## src/rtl/mem_channel_router_pkg.sv

```systemverilog
// Shared types and width helpers for the memory channel router.
package common_pkg;

  // Per-channel sequencing states.
  typedef enum logic [1:0] {
    CH_IDLE  = 2'd0,
    CH_ISSUE = 2'd1,
    CH_WAIT  = 2'd2
  } chan_state_t;

  // Number of address bits consumed by an n-way interleave (0 when n == 1).
  function automatic int unsigned sel_bits(input int unsigned n);
    return $clog2(n);
  endfunction

  // Width of an index register for n items; never narrower than one bit.
  function automatic int unsigned idx_width(input int unsigned n);
    return (n > 1) ? $clog2(n) : 1;
  endfunction

endpackage

```

## src/rtl/mem_channel_router_rr_arbiter.sv

```systemverilog
// Round-robin arbiter: grants the first requester at or after the pointer.
module rr_arbiter
  import common_pkg::*;
#(
  parameter int N = 4
) (
  input  logic                    clk,
  input  logic                    reset,
  input  logic [N-1:0]            req,
  input  logic                    en,
  output logic [N-1:0]            grant,
  output logic [idx_width(N)-1:0] grant_idx
);

  localparam int IW = idx_width(N);

  logic [IW-1:0] r_ptr;
  logic [IW-1:0] w_idx;
  logic [IW-1:0] w_k;
  logic          w_found;

  // Scan downward from ptr+N-1 to ptr so the last hit is the closest one at/after ptr.
  always_comb begin
    w_found = 1'b0;
    w_idx   = '0;
    w_k     = '0;
    for (int i = N - 1; i >= 0; i--) begin
      w_k = IW'((int'(r_ptr) + i) % N);
      if (req[w_k]) begin
        w_found = 1'b1;
        w_idx   = w_k;
      end
    end
  end

  assign grant     = (en && w_found) ? (N'(1) << w_idx) : '0;
  assign grant_idx = w_idx;

  // Pointer moves past the winner only when a grant is actually issued.
  always_ff @(posedge clk) begin
    if (!reset) begin
      r_ptr <= '0;
    end else if (en && w_found) begin
      r_ptr <= (w_idx == IW'(N - 1)) ? '0 : w_idx + 1'b1;
    end
  end

endmodule

```

## src/rtl/mem_channel_router.sv

```systemverilog
// Routes user requests onto line-interleaved memory channels, one
// arbiter + issue/wait sequencer per channel, responses back to the owner.
module mem_channel_router
  import common_pkg::*;
#(
  parameter int DATA_WIDTH   = 32,
  parameter int ADDR_WIDTH   = 32,
  parameter int NUM_USERS    = 4,
  parameter int NUM_CHANNELS = 2,
  parameter int LINE_BYTES   = 16
) (
  input  logic                                   clk,
  input  logic                                   reset,
  input  logic [NUM_USERS-1:0]                   req_valid,
  output logic [NUM_USERS-1:0]                   req_ready,
  input  logic [NUM_USERS-1:0]                   req_we,
  input  logic [NUM_USERS-1:0][ADDR_WIDTH-1:0]   req_addr,
  input  logic [NUM_USERS-1:0][DATA_WIDTH-1:0]   req_data,
  output logic [NUM_USERS-1:0]                   req_resp_valid,
  output logic [NUM_USERS-1:0][DATA_WIDTH-1:0]   req_resp_data,
  output logic [NUM_CHANNELS-1:0]                mem_valid,
  input  logic [NUM_CHANNELS-1:0]                mem_ready,
  output logic [NUM_CHANNELS-1:0]                mem_we,
  output logic [NUM_CHANNELS-1:0][ADDR_WIDTH-1:0] mem_addr,
  output logic [NUM_CHANNELS-1:0][DATA_WIDTH-1:0] mem_data,
  input  logic [NUM_CHANNELS-1:0]                mem_resp_valid,
  input  logic [NUM_CHANNELS-1:0][DATA_WIDTH-1:0] mem_resp_data
);

  localparam int OFF = sel_bits(LINE_BYTES);
  localparam int CB  = sel_bits(NUM_CHANNELS);
  localparam int CW  = idx_width(NUM_CHANNELS);
  localparam int UW  = idx_width(NUM_USERS);

  logic [CW-1:0]        w_chan     [NUM_USERS];
  logic [NUM_USERS-1:0] w_grant_ch [NUM_CHANNELS];
  logic                 w_done     [NUM_CHANNELS];
  logic [UW-1:0]        w_owner    [NUM_CHANNELS];

  logic [NUM_USERS-1:0]                 w_resp_v;
  logic [NUM_USERS-1:0][DATA_WIDTH-1:0] w_resp_d;
  logic [NUM_USERS-1:0]                 r_resp_v;
  logic [NUM_USERS-1:0][DATA_WIDTH-1:0] r_resp_d;

  for (genvar u = 0; u < NUM_USERS; u++) begin : g_sel
    if (NUM_CHANNELS == 1) begin : g_one
      assign w_chan[u] = '0;
    end else begin : g_many
      assign w_chan[u] = req_addr[u][OFF +: CB];
    end
  end

  for (genvar c = 0; c < NUM_CHANNELS; c++) begin : g_ch
    chan_state_t          r_state;
    logic [UW-1:0]        r_owner;
    logic                 r_valid;
    logic                 r_we;
    logic [ADDR_WIDTH-1:0] r_addr;
    logic [DATA_WIDTH-1:0] r_data;
    logic [NUM_USERS-1:0] w_req;
    logic [NUM_USERS-1:0] w_grant;
    logic [UW-1:0]        w_gidx;
    logic                 w_en;

    // Candidates: valid users whose address interleaves onto this channel.
    always_comb begin
      w_req = '0;
      for (int u = 0; u < NUM_USERS; u++) begin
        w_req[u] = req_valid[u] && (w_chan[u] == CW'(c));
      end
    end

    // Arbitration only happens in IDLE and never while reset is held.
    assign w_en = reset && (r_state == CH_IDLE);

    rr_arbiter #(.N(NUM_USERS)) u_arb (
      .clk       (clk),
      .reset     (reset),
      .req       (w_req),
      .en        (w_en),
      .grant     (w_grant),
      .grant_idx (w_gidx)
    );

    // Channel sequencer: latch grant, present to memory, wait for completion.
    always_ff @(posedge clk) begin
      if (!reset) begin
        r_state <= CH_IDLE;
        r_owner <= '0;
        r_valid <= 1'b0;
        r_we    <= 1'b0;
        r_addr  <= '0;
        r_data  <= '0;
      end else begin
        case (r_state)
          CH_IDLE: begin
            if (|w_grant) begin
              r_state <= CH_ISSUE;
              r_owner <= w_gidx;
              r_valid <= 1'b1;
              r_we    <= req_we[w_gidx];
              r_addr  <= req_addr[w_gidx];
              r_data  <= req_data[w_gidx];
            end
          end
          CH_ISSUE: begin
            if (mem_ready[c]) begin
              r_state <= CH_WAIT;
              r_valid <= 1'b0;
            end
          end
          CH_WAIT: begin
            if (mem_resp_valid[c]) r_state <= CH_IDLE;
          end
          default: r_state <= CH_IDLE;
        endcase
      end
    end

    assign mem_valid[c]  = r_valid;
    assign mem_we[c]     = r_we;
    assign mem_addr[c]   = r_addr;
    assign mem_data[c]   = r_data;
    assign w_grant_ch[c] = w_grant;
    assign w_done[c]     = (r_state == CH_WAIT) && mem_resp_valid[c];
    assign w_owner[c]    = r_owner;
  end

  // A user is served by at most one channel, so ready is a plain OR of grants.
  always_comb begin
    req_ready = '0;
    for (int c = 0; c < NUM_CHANNELS; c++) begin
      req_ready = req_ready | w_grant_ch[c];
    end
  end

  // Steer each channel completion to its owner; ownership is unique so OR suffices.
  always_comb begin
    w_resp_v = '0;
    w_resp_d = '0;
    for (int c = 0; c < NUM_CHANNELS; c++) begin
      for (int u = 0; u < NUM_USERS; u++) begin
        if (w_done[c] && (w_owner[c] == UW'(u))) begin
          w_resp_v[u] = 1'b1;
          w_resp_d[u] = w_resp_d[u] | mem_resp_data[c];
        end
      end
    end
  end

  // Register the completion pulse and data towards the users.
  always_ff @(posedge clk) begin
    if (!reset) begin
      r_resp_v <= '0;
      r_resp_d <= '0;
    end else begin
      r_resp_v <= w_resp_v;
      r_resp_d <= w_resp_d;
    end
  end

  assign req_resp_valid = r_resp_v;
  assign req_resp_data  = r_resp_d;

endmodule
```

## config.mk

```make
export PLATFORM = sky130hd
export DESIGN_NAME = mem_channel_router
export DESIGN_NICKNAME = d
export VERILOG_FILES = /design/src/rtl/mem_channel_router_pkg.sv /design/src/rtl/mem_channel_router_rr_arbiter.sv /design/src/rtl/mem_channel_router.sv
export SDC_FILE = /design/constraint.sdc
export NUM_CORES = 1
export LEC_CHECK = 0
export CORE_AREA = 2 2 233 235
export DETAILED_ROUTE_END_ITERATION = 8
export DIE_AREA = 0 0 235 237
export PLACE_DENSITY = 0.56
export SYNTH_ARGS = -nofsm -noshare
export SYNTH_HDL_FRONTEND = slang
export SYNTH_SLANG_ARGS = --single-unit
```

## constraint.sdc

```tcl
create_clock -name clk -period 3 [get_ports clk]
set_clock_uncertainty 0.2 [all_clocks]
set_input_delay 0.6 -clock clk [delete_from_list [all_inputs] [get_ports clk]]
set_output_delay 0.6 -clock clk [all_outputs]
set_load 0.005 [all_outputs]
```

# After elaboration in Yosys (flattened, before gate mapping)
# Index checks and enable logic that the tools add are counted.
[totals]
elab_cells = 180
ff_bits = 276
input_bits = 334
out_inout_bits = 268
[op_classes]
n_reduce_logical = 36
n_addsub = 8
n_eq_ne = 18
bitwise_logic = 9
shifts = 2
magnitude_cmp = 10
n_mux = 78
[ops]
columns = ["operator", "count"]
rows = [
  ["$mux 32", 12],
  ["$bmux 32 s2", 4],
  ["$or 32x32->32", 4],
  ["$mux 2", 16],
  ["$lt 2x3->1 const B", 10],
  ["$mux 1", 30],
  ["$logic_and 1x1->1", 22],
  ["$bmux 1 s2", 10],
  ["$eq 2x2->1 const B", 8],
  ["$pmux 2 s3", 2],
  ["$reduce_and 3->1", 4],
  ["$add 2x1->2 const B", 4],
  ["$add 2x2->2 const B", 4],
  ["$eq 2x1->1 const B", 4],
  ["$logic_not 2->1", 4],
  ["$mux 4", 2],
  ["$ne 2x2->1 const B", 4],
  ["$reduce_or 4->1", 2],
  ["$shl 1x2->4 const A", 2],
  ["$ne 2x1->1 const B", 2],
  ["$not 1->1", 4],
  ["$or 4x4->4", 1],
  ["$pmux 1 s2", 2],
  ["$reduce_and 2->1", 2],
  ["$reduce_bool 2->1", 2],
]

# Logic depth before layout (Yosys ltp)
[logic_depth]
word_depth = 13
ltp_mapped = 13
ltp_nobuf = 9

# Cells and area by module
# Synthesis repeated with hierarchy kept, for this count alone.
[unflattened]
cells_unflattened = 1328
hier_area_um2 = 13789.5
[modules_own_cells]
columns = ["mod", "cells_each", "area_each_um2", "seq_area_each_um2", "instances"]
rows = [
  ["mem_channel_router", 1267, 13331.5, 5445.2, 1],
  ["rr_arbiter (g_ch[1].u_arb)", 32, 266.5, 40.0, 1],
  ["rr_arbiter (g_ch[0].u_arb)", 29, 191.4, 40.0, 1],
]

# Worst setup path before layout
# OpenSTA, ideal clock, no wires.
[synth_timing]
kind = "in2reg"
start = "input req_addr[68] in the netlist's numbering"
end = "register g_ch[0].r_data[14]"
t_arrival_ns = 2.974
path_stages = 12
setup_ns = 0.138
required_ns = 2.662
slack_ns = -0.312
n_path_buf = 4
path_cell_list = "and2b_4 -> a311o_1 -> nor3b_2 -> buf_6 -> buf_2 -> ha_1 -> a2111oi_0 -> nand2_1 -> nand3_1 -> buf_2 -> buf_1 -> o221ai_1"
[synth_via]
elab_chain_len = 12
word_cells_on_any_way = 25
classes_between = "shift (1); mux (19); bitwise (1); reduce/logical (4)"
[synth_rtl]
columns = ["item", "line", "text"]
rows = [
  ["from (decl)", "mem_channel_router.sv:17", "input logic [NUM_USERS-1:0][ADDR_WIDTH-1:0] req_addr,"],
  ["$not 1->1 (*)", "mem_channel_router.sv:69", "w_req[u] = req_valid[u] && (w_chan[u] == CW'(c));"],
  ["$logic_and 1x1->1 (*)", "mem_channel_router.sv:69", ""],
  ["$bmux 1 s2", "mem_channel_router_rr_arbiter.sv:29", "if (req[w_k]) begin"],
  ["$mux 1 (implied by the code)", "mem_channel_router_rr_arbiter.sv:29", ""],
  ["$mux 2 or $mux 1 (tied branches) (4 in series)", "mem_channel_router_rr_arbiter.sv:29", ""],
  ["$shl 1x2->4 or $logic_and 1x1->1 (tied branches)", "mem_channel_router_rr_arbiter.sv:36", "assign grant = (en && w_found) ? (N'(1) << w_idx) : '0;"],
  ["$mux 4", "mem_channel_router_rr_arbiter.sv:36", ""],
  ["$reduce_or 4->1", "mem_channel_router.sv:97", "if (|w_grant) begin"],
  ["$reduce_and 2->1 (no line)", "--", ""],
  ["to (signal assigned)", "mem_channel_router.sv:103", "r_data <= req_data[w_gidx];"],
  ["to (decl)", "mem_channel_router.sv:59", "logic [DATA_WIDTH-1:0] r_data;"],
]
# Mark *: on every way between the ends. The rest lies on a longest branch, timed or not. The select of a mux whose other input is x is not followed.
# A chain may end at the register's enable or synchronous reset.

# Worst setup path in the final report
[layout_timing]
start = "input req_addr[4] in the netlist's numbering"
end = "output req_ready[3]"
[layout_via]
elab_chain_len = 11
word_cells_on_any_way = 42
classes_between = "shift (2); mux (34); bitwise (2); reduce/logical (4)"
[layout_rtl]
columns = ["item", "line", "text"]
rows = [
  ["$not 1->1", "mem_channel_router.sv:69", ""],
  ["$logic_and 1x1->1", "mem_channel_router.sv:69", ""],
  ["$bmux 1 s2", "mem_channel_router_rr_arbiter.sv:29", ""],
  ["$mux 1 (implied by the code)", "mem_channel_router_rr_arbiter.sv:29", ""],
  ["$mux 2 or $mux 1 (tied branches) (4 in series)", "mem_channel_router_rr_arbiter.sv:29", ""],
  ["$shl 1x2->4 or $logic_and 1x1->1 (tied branches)", "mem_channel_router_rr_arbiter.sv:36", ""],
  ["$mux 4", "mem_channel_router_rr_arbiter.sv:36", ""],
  ["$or 4x4->4 (*)", "mem_channel_router.sv:133", "req_ready = req_ready | w_grant_ch[c];"],
  ["to (decl)", "mem_channel_router.sv:15", "output logic [NUM_USERS-1:0] req_ready,"],
]
# Marks and branches as above.

==> impl_results.html <==
<table>
<tr><th>Metric</th><th>Value</th></tr>
<tr><th colspan="2">Outcome</th></tr>
<tr><td>Status</td><td>finished with violations</td></tr>
<tr><td>Violated checks</td><td>negative setup slack</td></tr>
<tr><th colspan="2">Setup path</th></tr>
<tr><td>Worst setup path end</td><td>req_ready[3]</td></tr>
<tr><td>Data arrival time at the worst-slack endpoint</td><td>2220 ps</td></tr>
<tr><td>Ordered list of cells on the worst path</td><td>clkdlybuf4s15_2 -&gt; nand3b_1 -&gt; a311o_1 -&gt; nor3b_4 -&gt; buf_6 -&gt; ha_4 -&gt; a22o_1 -&gt; buf_2</td></tr>
<tr><td>Destination of the worst register-to-register timing path</td><td>g_ch[0].r_addr[19]$_SDFFE_PN0P_</td></tr>
<tr><td>Path type of the worst setup path</td><td>in -&gt; out</td></tr>
<tr><td>Master of the slowest instance on the critical path</td><td>sky130_fd_sc_hd__a311o_1</td></tr>
<tr><td>Depth of the worst register-to-register path</td><td>11</td></tr>
<tr><td>Launching point of the worst reg2reg path</td><td>g_ch[0].u_arb.r_ptr[1]$_SDFFE_PN0P_</td></tr>
<tr><td>Required time of the worst setup path</td><td>2200 ps</td></tr>
<tr><td>Longest individual stage delay on the worst path</td><td>380 ps</td></tr>
<tr><td>Startpoint Class</td><td>input port</td></tr>
<tr><td>Critical path fanouts, max</td><td>7</td></tr>
<tr><td>Slack of the worst reg-to-reg path</td><td>180 ps</td></tr>
<tr><td>Endpoint kind of the worst setup timing path</td><td>output port</td></tr>
<tr><td>Start point of the critical path</td><td>req_addr[4]</td></tr>
<tr><th colspan="2">Clock network</th></tr>
<tr><td>Inserted Clock Buffers</td><td>35</td></tr>
<tr><td>Buffer levels on the longest clock path</td><td>3</td></tr>
<tr><td># hold bufs at CTS</td><td>0</td></tr>
<tr><td>CTS tree</td><td>done</td></tr>
<tr><td>Clock latency on the worst-skew pair</td><td>520 ps</td></tr>
<tr><td>Clock transition time at the flip-flop clock pins of the worst setup and hold paths</td><td>60 ps</td></tr>
<tr><td>Clk sinks</td><td>276</td></tr>
<tr><td>Clock tree root buffer cell</td><td>sky130_fd_sc_hd__clkbuf_16</td></tr>
<tr><td>Maximum level of the CTS H-tree</td><td>2</td></tr>
<tr><th colspan="2">STA</th></tr>
<tr><td>Count of final setup violators</td><td>1</td></tr>
<tr><td>Max-slew violation count</td><td>0</td></tr>
<tr><td>Final critical path time including I/O delays and setup</td><td>3020 ps</td></tr>
<tr><td>RSZ-0062 raised after global routing</td><td>true</td></tr>
<tr><td>Final Worst Setup Slack</td><td>-24.6 ps</td></tr>
<tr><td>Final cycle utilization of the critical path</td><td>101%</td></tr>
<tr><td>Remaining max-slew budget at the tightest pin</td><td>29.3%</td></tr>
<tr><td>Pin slew with the least headroom to its limit</td><td>1060 ps</td></tr>
<tr><td>Maximum clock frequency</td><td>0.331 GHz</td></tr>
<tr><td>Total Neg Setup Slack</td><td>-24.6 ps</td></tr>
<tr><td>Count of endpoints failing hold in the final timing report</td><td>0</td></tr>
<tr><th colspan="2">Finish</th></tr>
<tr><td>Net count of the finished layout</td><td>2357</td></tr>
<tr><td>Number of non-filler instances in the completed layout</td><td>2757</td></tr>
<tr><td>Layout-stage area growth over the synthesis result</td><td>62.4%</td></tr>
<tr><td>Layout cell share with drive strength beyond 1</td><td>9.59%</td></tr>
<tr><td>Final instance area</td><td>22300 µm²</td></tr>
<tr><th colspan="2">Drt</th></tr>
<tr><td>Total detailed-routing wirelength</td><td>68200 µm</td></tr>
<tr><td>Via-per-instance ratio</td><td>5.35</td></tr>
<tr><td>Number of violations reported at the end of detailed-routing iteration 0</td><td>962</td></tr>
<tr><td>Detailed-router iteration count before antenna repair</td><td>6</td></tr>
<tr><td>Wire length per cell</td><td>24.7 µm</td></tr>
<tr><td>Remaining DRCs</td><td>0</td></tr>
<tr><td>Remaining number of nets flagged by the antenna check after routing</td><td>0</td></tr>
<tr><td>Via count</td><td>14700</td></tr>
<tr><th colspan="2">Floorplanning</th></tr>
<tr><td>Site Rows</td><td>85</td></tr>
<tr><td>Effective utilization at floorplan</td><td>25.7%</td></tr>
<tr><td>Die outline height</td><td>237 µm</td></tr>
<tr><td>Die outline area</td><td>55700 µm²</td></tr>
<tr><td>Number of top-level pins</td><td>602</td></tr>
<tr><td>Horizontal die dimension</td><td>235 µm</td></tr>
<tr><td>Core Box Area</td><td>53300 µm²</td></tr>
<tr><th colspan="2">Logic synthesis</th></tr>
<tr><td>Area fraction in and, or, nand and nor cells after synthesis</td><td>10.9%</td></tr>
<tr><td>Seq/Total Area, Yosys</td><td>40.3%</td></tr>
<tr><td>Post-synthesis net count</td><td>1778</td></tr>
<tr><td>Cells after synthesis</td><td>1441</td></tr>
<tr><td>#FFs+latches synth</td><td>276</td></tr>
<tr><td>Cell variety after synth</td><td>56</td></tr>
<tr><td>Cell Area, Synth</td><td>13700 µm²</td></tr>
<tr><td>Adder-cell share of the synthesized area</td><td>0.274%</td></tr>
<tr><td>Synthesized-area fraction occupied by xor and xnor cells</td><td>0%</td></tr>
<tr><td>Synth Area in Compound Gates</td><td>27.3%</td></tr>
<tr><td>Largest area contributor in the synthesized netlist</td><td>sky130_fd_sc_hd__dfxtp_1</td></tr>
<tr><td>Share of the synthesized area in the top cell type</td><td>40.3%</td></tr>
<tr><td>Mean instance size in the synthesized netlist</td><td>9.51 µm²</td></tr>
<tr><td>Total number of yosys warnings</td><td>0</td></tr>
<tr><td>Top post-synthesis cells by area</td><td>sky130_fd_sc_hd__dfxtp_1 (40%), sky130_fd_sc_hd__mux2i_1 (14%), sky130_fd_sc_hd__o221ai_1 (8.2%), sky130_fd_sc_hd__a22oi_1 (7.1%), sky130_fd_sc_hd__nor2b_1 (6.2%)</td></tr>
<tr><td>Top cell types by occurrence after synthesis</td><td>sky130_fd_sc_hd__dfxtp_1 (276), sky130_fd_sc_hd__mux2i_1 (192), sky130_fd_sc_hd__nor2b_1 (135)</td></tr>
<tr><td>Post-synth EDFFs</td><td>0</td></tr>
<tr><td>Main combinational cell family by area after synthesis</td><td>compound AO/OA/AOI/OAI gates</td></tr>
<tr><td>Multiplexer share of the synthesized area</td><td>14.0%</td></tr>
<tr><td>Cell with the most instances after synthesis</td><td>sky130_fd_sc_hd__dfxtp_1</td></tr>
<tr><td>Flip-flop cell with the highest count after synthesis</td><td>sky130_fd_sc_hd__dfxtp_1</td></tr>
<tr><td>Asr flop ratio synth</td><td>0%</td></tr>
<tr><th colspan="2">Place</th></tr>
<tr><td>Half-perimeter wire length of the detailed placement result</td><td>48300 µm</td></tr>
<tr><td>Number of placed cells counting well taps</td><td>2668</td></tr>
<tr><td>Weighted congestion reported at the end of routability-driven placement</td><td>0.943</td></tr>
<tr><td>Placed Area</td><td>20900 µm²</td></tr>
<tr><td>Total of buffers placed on input and output ports</td><td>601</td></tr>
<tr><th colspan="2">Global route</th></tr>
<tr><td>Initial antenna violation count</td><td>28</td></tr>
<tr><td>Vias in the first global route</td><td>15200</td></tr>
<tr><td>Overall Global Routing Usage</td><td>23.2%</td></tr>
<tr><td>First-pass GRT wire length</td><td>98900 µm</td></tr>
<tr><td>Largest net degree at the start of global routing</td><td>86</td></tr>
<tr><td>Total congestion overflow after global routing</td><td>0</td></tr>
<tr><th colspan="2">Min path</th></tr>
<tr><td>Min-Delay Path Class</td><td>reg -&gt; reg</td></tr>
<tr><td>Start point of the worst hold path</td><td>g_ch[1].r_addr[4]$_SDFFE_PN0P_</td></tr>
<tr><th colspan="2">Power</th></tr>
<tr><td>Leakage</td><td>8.21 nW</td></tr>
<tr><td>Power Dens Cells</td><td>544 nW/µm²</td></tr>
<tr><td>Worst VDD drop</td><td>0.338 mV</td></tr>
<tr><th colspan="2">Run</th></tr>
<tr><td>Max-cap violations</td><td>0</td></tr>
</table>
==> layout by cell type (no fill, tap or decap), types with 4 or more instances in the layout <==
cell type	Yosys	final
sky130_fd_sc_hd__diode_2	0	18
sky130_fd_sc_hd__nor2_1	7	4
sky130_fd_sc_hd__clkinv_2	0	9
sky130_fd_sc_hd__a21o_1	64	64
sky130_fd_sc_hd__nand3b_1	4	4
sky130_fd_sc_hd__o21a_1	11	11
sky130_fd_sc_hd__inv_1	71	70
sky130_fd_sc_hd__clkbuf_2	1	5
sky130_fd_sc_hd__clkdlybuf4s50_1	0	588
sky130_fd_sc_hd__nand2_1	15	14
sky130_fd_sc_hd__buf_12	0	23
sky130_fd_sc_hd__a22oi_1	129	128
sky130_fd_sc_hd__clkbuf_1	93	7
sky130_fd_sc_hd__dfxtp_1	276	274
sky130_fd_sc_hd__o21ai_0	68	67
sky130_fd_sc_hd__nand3_1	69	68
sky130_fd_sc_hd__o221ai_1	128	128
sky130_fd_sc_hd__clkbuf_16	0	38
sky130_fd_sc_hd__buf_4	6	66
sky130_fd_sc_hd__mux2i_1	192	192
sky130_fd_sc_hd__nor2b_1	135	134
sky130_fd_sc_hd__o211ai_1	64	64
==> routing by layer <==
layer | global-route usage (%) | vias up | share of wire [%]
li1 | - | 6614 | -
met5 | 0 | - | 0.21
met3 | 8.87 | 161 | 10
met1 | 25.9 | 7211 | 37
met4 | 10.4 | 20 | 4.1
met2 | 39.1 | 741 | 48
==> what timing repair did <==
action | CTS | global route
resized for setup | 43 | 15
pin swaps | 7 | 4
setup endpoints to repair | 68 | 13
buffers inserted | 4 | 6
cloned | 0 | 1
==> where the power goes <==
group / leakage (nW) / internal, mW / switching [mW]
combinational: 5.40 / 1.87 / 1.74
clock: 0.561 / 2.56 / 1.69
sequential: 2.25 / 4.03 / 0.242
==> per-stage QoR <==
step / total power, mW / hold WS, ps / utilization, % / worst slack (ps)
floorplan: 5.85 / 265 / - / -48.5
global placement: 7.80 / 250 / 39.3 / -686
detailed placement: 7.83 / 259 / 39.3 / -703
CTS: 12.2 / 277 / 41.5 / -22.8
global route: 12.6 / 314 / 41.8 / -79.5
finish: 12.1 / 268 / 41.8 / -24.6
==> area by class of cell <==
class / count / area, µm²
inverters: 71 / 267
repair buffers: 694 / 7020
fillers: 5158 / 31000
diodes: 18 / 45.0
clock buffers: 46 / 980
clock inverters: 14 / 151
flip-flops and latches: 276 / 5530
well taps: 696 / 871
multi-input cells: 942 / 7410
==> worst min path at each step <==
stage	end	depth (start not counted)	slack (ps)
final	g_ch[1].r_addr[4]$_SDFFE_PN0P_	1	270
after detailed placement	g_ch[1].r_addr[4]$_SDFFE_PN0P_	1	260
after global placement	g_ch[1].r_addr[4]$_SDFFE_PN0P_	1	250
after floorplan	g_ch[1].r_addr[4]$_SDFFE_PN0P_	1	260
after global routing	g_ch[1].r_addr[4]$_SDFFE_PN0P_	1	310
after CTS	g_ch[1].r_addr[4]$_SDFFE_PN0P_	1	280
==> critical path: cells and delay by family <==
family / cells / cell delay [ps]
AO/OA/AOI/OAI: 2 / 590
AND/OR/NAND/NOR: 2 / 370
buffers and inverters: 3 / 520
adder cells (fa/ha/maj): 1 / 140
==> logic make-up after synthesis <==
logic type               count (synthesis)
AO/OA/AOI/OAI                          492
adder cells (fa/ha/maj)                  3
buffers and inverters                  223
multiplexers                           192
flip-flops                             276
AND/OR/NAND/NOR                        255
==> sequential cells by signal (all words and copies together) (netlist names) <==
register	flops
g_ch.r_state	4
req_resp_valid	4
req_resp_data	128
g_ch.r_addr	64
g_ch.r_valid	2
g_ch.r_owner	4
g_ch.u_arb.r_ptr	4
g_ch.r_data	64
g_ch.r_we	2
(Power assumes the default switching activity.)
